File: config.mk
export PLATFORM = sky130hd
export DESIGN_NAME = ota_trim_cal_ctrl
export DESIGN_NICKNAME = d
export VERILOG_FILES = /design/src/rtl/ota_trim_cal_ctrl.sv
export SDC_FILE = /design/constraint.sdc
export NUM_CORES = 1
export LEC_CHECK = 0
export CAP_MARGIN = 40
export CORE_ASPECT_RATIO = 2
export CORE_UTILIZATION = 35
export CTS_CLUSTER_DIAMETER = 40
export DETAILED_ROUTE_END_ITERATION = 10
export SLEW_MARGIN = 20
export SYNTH_ARGS = -nofsm -noshare
export SYNTH_HDL_FRONTEND = slang
export SYNTH_SLANG_ARGS = --single-unit
File: constraint.sdc
create_clock -name clk -period 4.6 [get_ports clk]
set_input_delay 0.69 -clock clk [delete_from_list [all_inputs] [get_ports clk]]
set_output_delay 0.69 -clock clk [all_outputs]
set_load 0.005 [all_outputs]
File: src/rtl/ota_trim_cal_ctrl.sv
// Trim/offset controller for NCH OTA channels: holds a trim code per channel,
// accepts manual writes when idle and runs a per-channel SAR offset calibration.
module ota_trim_cal_ctrl #(
    parameter int               NCH        = 2,
    parameter int               TRIM_W     = 6,
    parameter int               SETTLE_CYC = 16,
    parameter logic [NCH-1:0]   CAL_MASK   = {NCH{1'b1}}
) (
    input  logic                     clk,
    input  logic                     rst,
    input  logic                     cfg_valid,
    output logic                     cfg_ready,
    input  logic [2:0]               cfg_ch,
    input  logic [TRIM_W-1:0]        cfg_code,
    input  logic                     cal_start,
    input  logic                     cmp_in,
    output logic                     busy,
    output logic                     done,
    output logic [NCH-1:0]           cal_sel,
    output logic [NCH*TRIM_W-1:0]    trim_out,
    output logic [NCH-1:0]           sat,
    output logic                     err
);

    localparam int                BIT_W = (TRIM_W > 1) ? $clog2(TRIM_W) : 1;
    localparam int                CNT_W = $clog2(SETTLE_CYC);
    localparam logic [TRIM_W-1:0] MID   = {1'b1, {(TRIM_W-1){1'b0}}};
    // Mask widened to 8 bits so the 3-bit channel index selects it without truncation.
    localparam logic [7:0]        MASK8 = 8'(CAL_MASK);

    typedef enum logic [2:0] {
        S_IDLE, S_SEL, S_SETTLE, S_SAMPLE, S_NEXT_CH, S_DONE
    } state_t;

    state_t              state_reg, state_next;
    logic [2:0]          ch_reg;
    logic [BIT_W-1:0]    bit_reg;
    logic [TRIM_W-1:0]   trial_reg;
    logic [CNT_W-1:0]    cnt_reg;
    logic [NCH-1:0]      cal_sel_reg;
    logic [NCH-1:0]      sat_reg;
    logic                err_reg;
    logic                cmp_meta_reg, cmp_s_reg;
    logic [TRIM_W-1:0]   code_reg [NCH];
    logic [TRIM_W-1:0]   sar_code;
    logic                cfg_wr;
    logic                last_ch;

    assign busy      = (state_reg != S_IDLE);
    assign cfg_ready = ~busy;
    assign done      = (state_reg == S_DONE);
    assign cal_sel   = cal_sel_reg;
    assign sat       = sat_reg;
    assign err       = err_reg;
    assign cfg_wr    = cfg_valid & cfg_ready;
    assign last_ch   = ({1'b0, ch_reg} == 4'(NCH - 1));

    generate
        for (genvar gi = 0; gi < NCH; gi++) begin : g_trim
            assign trim_out[gi*TRIM_W +: TRIM_W] = code_reg[gi];
        end
    endgenerate

    // SAR step: drop the bit under test when the comparator says "too high",
    // then tentatively set the next lower bit.
    always_comb begin
        sar_code = trial_reg;
        if (cmp_s_reg)
            sar_code[bit_reg] = 1'b0;
        if (bit_reg != '0)
            sar_code[bit_reg - 1'b1] = 1'b1;
    end

    always_comb begin
        state_next = state_reg;
        case (state_reg)
            S_IDLE:    if (cal_start) state_next = S_SEL;
            S_SEL:     state_next = MASK8[ch_reg] ? S_SETTLE : S_NEXT_CH;
            S_SETTLE:  if (cnt_reg == CNT_W'(SETTLE_CYC - 1)) state_next = S_SAMPLE;
            S_SAMPLE:  state_next = (bit_reg == '0) ? S_NEXT_CH : S_SETTLE;
            S_NEXT_CH: state_next = last_ch ? S_DONE : S_SEL;
            S_DONE:    state_next = S_IDLE;
            default:   state_next = S_IDLE;
        endcase
    end

    always_ff @(posedge clk) begin
        if (rst)
            state_reg <= S_IDLE;
        else
            state_reg <= state_next;
    end

    always_ff @(posedge clk) begin
        if (rst) begin
            ch_reg       <= '0;
            bit_reg      <= '0;
            trial_reg    <= '0;
            cnt_reg      <= '0;
            cal_sel_reg  <= '0;
            sat_reg      <= '0;
            err_reg      <= 1'b0;
            cmp_meta_reg <= 1'b0;
            cmp_s_reg    <= 1'b0;
            for (int i = 0; i < NCH; i++)
                code_reg[i] <= MID;
        end else begin
            cmp_meta_reg <= cmp_in;
            cmp_s_reg    <= cmp_meta_reg;
            case (state_reg)
                S_IDLE: begin
                    if (cfg_wr) begin
                        if ({1'b0, cfg_ch} < 4'(NCH)) begin
                            for (int i = 0; i < NCH; i++)
                                if (cfg_ch == 3'(i))
                                    code_reg[i] <= cfg_code;
                        end else begin
                            err_reg <= 1'b1;
                        end
                    end
                    if (cal_start) begin
                        ch_reg  <= '0;
                        sat_reg <= sat_reg & ~CAL_MASK;
                    end
                end
                S_SEL: begin
                    if (MASK8[ch_reg]) begin
                        trial_reg <= MID;
                        bit_reg   <= BIT_W'(TRIM_W - 1);
                        cnt_reg   <= '0;
                        for (int i = 0; i < NCH; i++) begin
                            cal_sel_reg[i] <= (ch_reg == 3'(i));
                            if (ch_reg == 3'(i))
                                code_reg[i] <= MID;
                        end
                    end
                end
                S_SETTLE: cnt_reg <= cnt_reg + 1'b1;
                S_SAMPLE: begin
                    trial_reg <= sar_code;
                    cnt_reg   <= '0;
                    for (int i = 0; i < NCH; i++) begin
                        if (ch_reg == 3'(i)) begin
                            code_reg[i] <= sar_code;
                            if (bit_reg == '0)
                                sat_reg[i] <= (sar_code == '0) | (sar_code == '1);
                        end
                    end
                    if (bit_reg != '0)
                        bit_reg <= bit_reg - 1'b1;
                end
                S_NEXT_CH: begin
                    cal_sel_reg <= '0;
                    if (!last_ch)
                        ch_reg <= ch_reg + 1'b1;
                end
                default: ;
            endcase
        end
    end

endmodule

==> qor.csv, run 1 <==
metric;value;unit
fin crit share;0.585;
clock tree sinks;39;
Max-Cap Viols;0;
Worst EP required;4.77;ns
max FFs per register;12;
Achievable Freq;372;MHz
worst slack, placed;1.87;ns
worst path arrival time;2.86;ns
most used cell, CP;ha_1;
Iteration-0 DRC Markers;44;
Post-synth EDFFs;12;
Lkg Pwr;0.908;nW
syn_nets;222;
Synth Warn #;0;
Slew @ Worst Pin;0.630;ns
RSZ-0062 raised after global routing;false;
reg2reg start;bit_reg[0];
DP Area;2340;um^2
total congestion overflow;0;
synth-to-layout area growth;27.0;%
Final Max Tran Viols;0;
DR vias/cell;5.40;
Post-Route WL;4450;um
Synth Cell Area;1950;um^2
worst skew pair latency;0.29;ns
Mapped Cells;202;
Final Hold Vio Count;0;
first-pass GRT wire length;7510;um
CTS buffer count;5;
FP Rows;38;
Slew HR;0.576;
IO Pins;34;
post-route DRC violation count;0;
run status;finished clean;
WP buf/inv;1;
Clock Tree Buf Depth;2;
Hold Startpoint;cmp_meta_reg;
clk_skew;0.00523;ns
ys async rst share;0;
area of the multi-input gates;971;um^2
core area;5420;um^2
Final #Nets;257;
Die Y;108;um
register bit total from synthesis;39;
Critical Path Fanout Max;17;
H-tree Lvls;2;
Crit path max-delay family;compound AO/OA/AOI/OAI gates;
PD cells;363;nW/um^2
Reg-to-Reg End;sat[1];
Worst Hold Depth;1;
CP max stage cell;dfxtp_1;
layout cell share with drive strength beyond 1;0.0756;
Vias;1608;
Yosys cell types;46;
final core utilization;0.458;
flop2flop setup slack;1.91;ns
setup bufs post-CTS;0;
post_cts resized;0;
Final ANT Viol Nets;0;
Hold Path Class;flop to flop;
setup TNS;0;ns
CTS tree;built;
Synth Area per Inst;9.67;um^2
Die Width;54.8;um
Final min period;2.69;ns
design area;2480;um^2
CP Class;flop to flop;
vias in the first global route;1650;
Final GP Congestion;0.774;
Max VDD drop;0.000279;V
Clock Pin Slew Worst Setup and Hold Paths;0.08;ns
Antenna Cells;0;
setup ws final;1.91;ns
initial antenna violation count;0;
CP cell instances;inv_1 > ha_1 > ha_1 > or3b_1 > a211oi_1 > nor4b_2 > a22oi_2 > a211oi_2;
Post-DP HPWL;3470;um
die area;5900;um^2
pin count of the biggest net entering global routing;18;
post-synthesis sequential area ratio;0.461;
Initial Util;0.360;
IO buf count;33;
TritonRoute pass-1 iters;4;
Worst R2R Path Depth;8;
setup violators final;0;
total power;899;uW
register area;901;um^2
Root Driver;clkbuf_8;
Top FF cell, synth;dfxtp_1;
Filler cells;533;
Avg WL per Cell;14.9;um
Critical Path Max Stage Delay;0.63;ns
crit start category;flop;
Total GRT Usage;0.177;
WHS Endpoint;cmp_s_reg;
crit end category;flop;
cts hold-fix bufs;0;
report_power, final:
group / internal (mW) / total [mW] / switching (mW)
sequential: 0.377 / 0.401 / 0.0243
combinational: 0.0826 / 0.160 / 0.0779
clock: 0.217 / 0.337 / 0.120
placed cells by master, fill, tap and decap left out, drive strengths merged, types with 4 or more instances in the layout:
cell type,instances
o21ai,4
clkdlybuf4s50,33
nor2,30
dfxtp,27
edfxtp,12
a22oi,9
nand2b,6
nand2,8
inv,12
a21oi,9
a211oi,5
ha,6
nor3,7
nor2b,13
clkbuf,6
a221o,4
a22o,5
metrics by stage:
| stage | std cells | hold WS [ns] |
|---|---|---|
| 6_report | 298 | 0.445 |
| 5_1_grt | 298 | 0.465 |
| 4_1_cts | 296 | 0.444 |
| 3_5_place_dp | 288 | 0.428 |
| 3_3_place_gp | 287 | 0.421 |
| 2_1_floorplan | 202 | 0.414 |
cell type report:
type,instances,share of cell area
clock inverters,2,0.0242
clock buffers,6,0.0293
repair buffers,36,0.143
flip-flops and latches,39,0.363
inverters,12,0.0182
well taps,60,0.0303
multi-input cells,143,0.392
cells in the mapped netlist (2+ instances only):
cell type / count / area, um^2
nor3_1: 5 / 25.0
a211oi_2: 2 / 25.0
a221o_1: 4 / 40.0
edfxtp_1: 12 / 360
nor2_1: 30 / 113
nand3b_1: 2 / 15.0
nand3_1: 2 / 10.0
a22o_1: 5 / 43.8
a21oi_1: 9 / 45.0
a211oi_1: 3 / 22.5
nor2b_1: 13 / 81.3
and2_1: 3 / 18.8
nand2_1: 8 / 30.0
a32oi_1: 2 / 17.5
inv_1: 12 / 45.0
and3_1: 2 / 12.5
nor3_2: 2 / 20.0
a221oi_1: 2 / 17.5
buf_2: 2 / 10.0
xor2_1: 2 / 17.5
clkbuf_1: 5 / 18.8
o21ai_0: 4 / 20.0
dfxtp_1: 27 / 541
a2bb2oi_1: 2 / 17.5
a22oi_1: 8 / 60.1
nand2b_1: 6 / 37.5
or3b_1: 2 / 17.5
mux2i_1: 3 / 30.0
ha_1: 6 / 75.1
cell families after synthesis:
| kind of cell | synth area share |
|---|---|
| multiplexers | 0.0154 |
| AO/OA/AOI/OAI | 0.197 |
| buffers and inverters | 0.0416 |
| flip-flops | 0.461 |
| adder cells (fa/ha/maj) | 0.0384 |
| XOR/XNOR | 0.00897 |
| AND/OR/NAND/NOR | 0.237 |
how the worst max path moves through the flow:
stage | cells after the start | to | start | slack (ns)
final | 8 | sat[1] | bit_reg[0] | 1.91
after global routing | 8 | sat[0] | bit_reg[0] | 1.58
after CTS | 8 | sat[1] | bit_reg[0] | 1.87
after detailed placement | 8 | sat[1] | bit_reg[0] | 1.87
after global placement | 3 | code_reg[0][11] | rst | 1.71
after floorplan | 9 | sat[1] | bit_reg[0] | 2.29
per-layer routing:
layer	global-route usage	vias up	wire length (um)
met5	0	-	0
met4	0.0916	0	113
met3	0.0268	9	88
met2	0.328	29	2660
met1	0.170	758	1590
li1	-	812	-
Note: power is estimated with default switching activity, not from simulation.
==> run 2: changes to the inputs <==
Clock period 4.6 ns to 2.7 ns, I/O delays scaled along.
==> run 2 against run 1 <==
  * Core utilization up 0.74 points
  * Global-route usage increased by 1.5 points
  * Cell count rose by 3.0%
  * Largest cell class unchanged
==> qor.csv, run 2 (synthesis results as in run 1) <==
metric;value;unit
reg2reg start;bit_reg[1];
M3 GR Usage;0.0410;
DP Area;2410;um^2
Final Hold Vio Count;0;
total congestion overflow;0;
clk_skew;0.00428;ns
die area;5900;um^2
fin crit share;0.869;
worst path arrival time;2.52;ns
Crit path max-delay family;compound AO/OA/AOI/OAI gates;
Lkg Pwr;0.945;nW
layout cell share with drive strength beyond 1;0.113;
GRT met1 Usage;0.174;
Iteration-0 DRC Markers;42;
Clock Pin Slew Worst Setup and Hold Paths;0.08;ns
CP max stage cell;or3b_1;
Final ANT Viol Nets;0;
FP Rows;38;
pin count of the biggest net entering global routing;17;
IO buf count;33;
Slew @ Worst Pin;0.644;ns
cts hold-fix bufs;0;
most common cell after layout, fill and taps aside;clkdlybuf4s50_1;
final core utilization;0.465;
CTS buffer count;5;
Vias;1652;
Post-Route WL;4810;um
clock tree sinks;39;
worst slack, placed;0.357;ns
Hold Path Class;flop to flop;
setup violators final;0;
Initial Util;0.360;
max FFs per register;12;
total power;1.48;mW
Slew HR;0.566;
PD cells;586;nW/um^2
most used cell, CP;ha_1;
first-pass GRT wire length;7910;um
most frequent cells in the layout;clkdlybuf4s50_1, nor2_1, dfxtp_1, nor2b_1;
CP Class;flop to flop;
setup bufs post-CTS;0;
post_cts resized;0;
Root Driver;clkbuf_8;
Critical Path Max Stage Delay;0.45;ns
post-route DRC violation count;0;
Worst EP required;2.88;ns
TritonRoute pass-1 iters;4;
Final Max Tran Viols;0;
setup ws final;0.353;ns
Die Y;108;um
Final min period;2.35;ns
setup TNS;0;ns
Max-Cap Viols;0;
Reg-to-Reg End;sat[1];
Die Width;54.8;um
Total GRT Usage;0.192;
vias in the first global route;1658;
WP buf/inv;1;
design area;2520;um^2
Worst Hold Depth;1;
Avg WL per Cell;15.7;um
DR vias/cell;5.38;
CP cell instances;inv_1 > ha_1 > ha_1 > or3b_1 > a211oi_1 > nor4b_2 > a22oi_2 > a211oi_2;
Achievable Freq;426;MHz
IO Pins;34;
Final #Nets;266;
GR peak layer;met2;
run status;finished clean;
initial antenna violation count;0;
flop2flop setup slack;0.35;ns
WHS Endpoint;cmp_s_reg;
core area;5420;um^2
Worst R2R Path Depth;8;
worst skew pair latency;0.30;ns
Final GP Congestion;0.837;
Post-DP HPWL;3790;um
Max VDD drop;0.000441;V
crit start category;flop;
H-tree Lvls;2;
crit end category;flop;
synth-to-layout area growth;29.0;%
RSZ-0062 raised after global routing;false;
grt met2 use;0.343;
CTS tree;built;
Hold Startpoint;cmp_meta_reg;
Critical Path Fanout Max;8;
Clock Tree Buf Depth;2;
Antenna Cells;0;
==> run 2: changes by cell type in the layout (fill, tap and decap cells not counted) <==
cell       delta
clkinv_4      +1
buf_8         -1
buf_4        +10
clkbuf_1      -1
clkinv_2      +1
bufinv_16     -1
==> run 2: worst register-to-register path: cells and delay by family, from the launching register on <==
family                   cells  cell delay, ns
AO/OA/AOI/OAI                3            0.74
AND/OR/NAND/NOR              2            0.56
adder cells (fa/ha/maj)      2            0.44
flip-flops                   1            0.38
buffers and inverters        1            0.09
==> run 2: stage by stage <==
| step | hold slack [ns] | instances |
|---|---|---|
| detailed placement | 0.430 | 299 |
| finish | 0.447 | 307 |
| global route | 0.464 | 307 |
| global placement | 0.419 | 297 |
| floorplan | 0.414 | 202 |
| CTS | 0.448 | 307 |
==> run 2: final cells by class <==
cell class / count / area, um^2
Timing Repair Buffer: 45 / 415
Fill cell: 546 / 2900
Multi-Input combinational cell: 143 / 971
Inverter: 12 / 45.0
Sequential cell: 39 / 901
Tap cell: 60 / 75.1
Clock buffer: 5 / 68.8
Clock inverter: 3 / 43.8
==> run 2: layer usage <==
metal,wire (um),vias to the layer above
met5,0,-
met4,244,0
met3,128,16
met2,2780,34
met1,1660,778
li1,-,824
==> run 2: worst max-delay path by stage <==
| stage | from | to | slack, ns | depth (start not counted) |
|---|---|---|---|---|
| after detailed placement | bit_reg[1] | sat[1] | 0.36 | 8 |
| after global routing | bit_reg[1] | sat[0] | 0.21 | 8 |
| after floorplan | bit_reg[0] | sat[1] | 0.39 | 9 |
| after global placement | bit_reg[1] | sat[1] | 0.42 | 8 |
| after CTS | bit_reg[1] | sat[1] | 0.35 | 8 |
| final | bit_reg[1] | sat[1] | 0.35 | 8 |
==> run 2: power by group <==
part	switching (mW)	internal (mW)
sequential	0.0251	0.642
clock	0.226	0.275
combinational	0.154	0.154
total	0.405	1.07
==> run 3: changes to the inputs <==
Settings changed: SLEW_MARGIN 20 to 10.
==> run 3 against run 2 <==
  * Cell count unchanged
  * Sequential cell count unchanged
  * Critical endpoint unchanged
  * Hold slack got worse by 0.0060 ns
  * Register-to-register slack got worse by 0.03 ns
  * Core utilization decreased by 0.51 points
  * Wire length unchanged
==> qor.csv, run 3 (synthesis results as in run 1) <==
metric;value;unit
flop2flop setup slack;0.33;ns
die area;5900;um^2
DR vias/cell;5.32;
CTS tree;built;
Reg-to-Reg End;sat[1];
Slew HR;0.570;
run status;finished clean;
most common cell after layout, fill and taps aside;clkdlybuf4s50_1;
Final min period;2.37;ns
Final Hold Vio Count;0;
crit path to;sat[1];
crit start category;flop;
Final ANT Viol Nets;0;
setup bufs post-CTS;0;
Filler cells;550;
Worst R2R Path Depth;8;
Clock Tree Buf Depth;2;
Final Max Tran Viols;0;
FP Rows;38;
most frequent cells in the layout;clkdlybuf4s50_1, nor2_1, dfxtp_1, nor2b_1;
Post-Route WL;4810;um
core area;5420;um^2
Post-DP HPWL;3810;um
total congestion overflow;0;
RSZ-0062 raised after global routing;false;
layout cell share with drive strength beyond 1;0.109;
Slew @ Worst Pin;0.638;ns
Final #Nets;266;
max FFs per register;12;
Die Width;54.8;um
vias in the first global route;1626;
Achievable Freq;421;MHz
Clock Pin Slew Worst Setup and Hold Paths;0.07;ns
pin count of the biggest net entering global routing;17;
hold slack;0.441;ns
synth-to-layout area growth;27.6;%
first-pass GRT wire length;7690;um
CTS buffer count;5;
initial antenna violation count;0;
register area;901;um^2
worst path arrival time;2.54;ns
IO buf count;33;
post-route DRC violation count;0;
H-tree Lvls;2;
Antenna Cells;0;
Root Driver;clkbuf_8;
Hold Path Class;flop to flop;
Worst EP required;2.87;ns
post_cts resized;0;
area of the multi-input gates;971;um^2
Vias;1634;
TritonRoute pass-1 iters;4;
Critical Path Fanout Max;8;
Lkg Pwr;0.928;nW
PD cells;549;nW/um^2
Die Y;108;um
Max-Cap Viols;0;
Max VDD drop;0.000389;V
crit end category;flop;
setup violators final;0;
reg2reg start;bit_reg[1];
Avg WL per Cell;15.7;um
Iteration-0 DRC Markers;35;
clk_skew;0.00286;ns
CP Class;flop to flop;
IO Pins;34;
Initial Util;0.360;
clock tree sinks;39;
Final GP Congestion;0.837;
CP startpoint;bit_reg[1];
Total GRT Usage;0.189;
setup TNS;0;ns
cts hold-fix bufs;0;
worst skew pair latency;0.30;ns
fin crit share;0.879;
run 3: cell count changes in the layout (fill, tap and decap cells not counted), sizes merged:
cell | previous run | this run
clkinvlp | 0 | 1
bufinv | 1 | 0
clkinv | 2 | 1
clkbuf | 5 | 6
run 3: worst max-delay path, stage by stage (launching register included):
cell and delay (ns):
dfxtp_1 0.39, inv_1 0.09, ha_1 0.19, ha_1 0.27
or3b_1 0.45, a211oi_1 0.44, nor4b_2 0.11, a22oi_2 0.21
a211oi_2 0.10
run 3: metal layers:
metal	global-route usage	vias to the layer above	wire length, um
met5	0	-	0
met2	0.343	32	2850
met1	0.161	764	1590
met4	0.141	0	245
li1	-	821	-
met3	0.0410	17	134
run 3: layout make-up:
type	instances	share of cell area
Timing Repair Buffer	45	0.167
Inverter	12	0.0181
Clock buffer	6	0.0291
Sequential cell	39	0.361
Clock inverter	2	0.00502
Multi-Input combinational cell	143	0.390
Tap cell	60	0.0301
run 3: worst min-delay path by stage:
stage	startpoint	endpoint	slack, ns	cells past startpoint
6_report	cmp_meta_reg	cmp_s_reg	0.44	1
5_1_grt	cmp_meta_reg	cmp_s_reg	0.46	1
4_1_cts	cmp_meta_reg	cmp_s_reg	0.45	1
3_5_place_dp	cmp_meta_reg	cmp_s_reg	0.43	1
3_3_place_gp	cmp_meta_reg	cmp_s_reg	0.42	1
2_1_floorplan	cmp_meta_reg	cmp_s_reg	0.41	1
run 3: metrics by stage:
| step | setup slack, ns | cell area, um^2 | total power [mW] | cells | util |
|---|---|---|---|---|---|
| after floorplan | 0.392 | 1950 | 0.851 | 202 | - |
| after global placement | 0.423 | 2400 | 0.987 | 297 | 0.442 |
| after detailed placement | 0.346 | 2410 | 0.993 | 299 | 0.444 |
| after CTS | 0.323 | 2490 | 1.38 | 307 | 0.460 |
| after global routing | 0.214 | 2490 | 1.43 | 307 | 0.460 |
| final | 0.327 | 2490 | 1.37 | 307 | 0.460 |
run 3: report_power, final:
part	leakage (nW)	switching (mW)	internal, mW
logic	0.548	0.155	0.154
registers	0.339	0.0255	0.642
clock network	0.0412	0.209	0.180
total	0.928	0.390	0.977
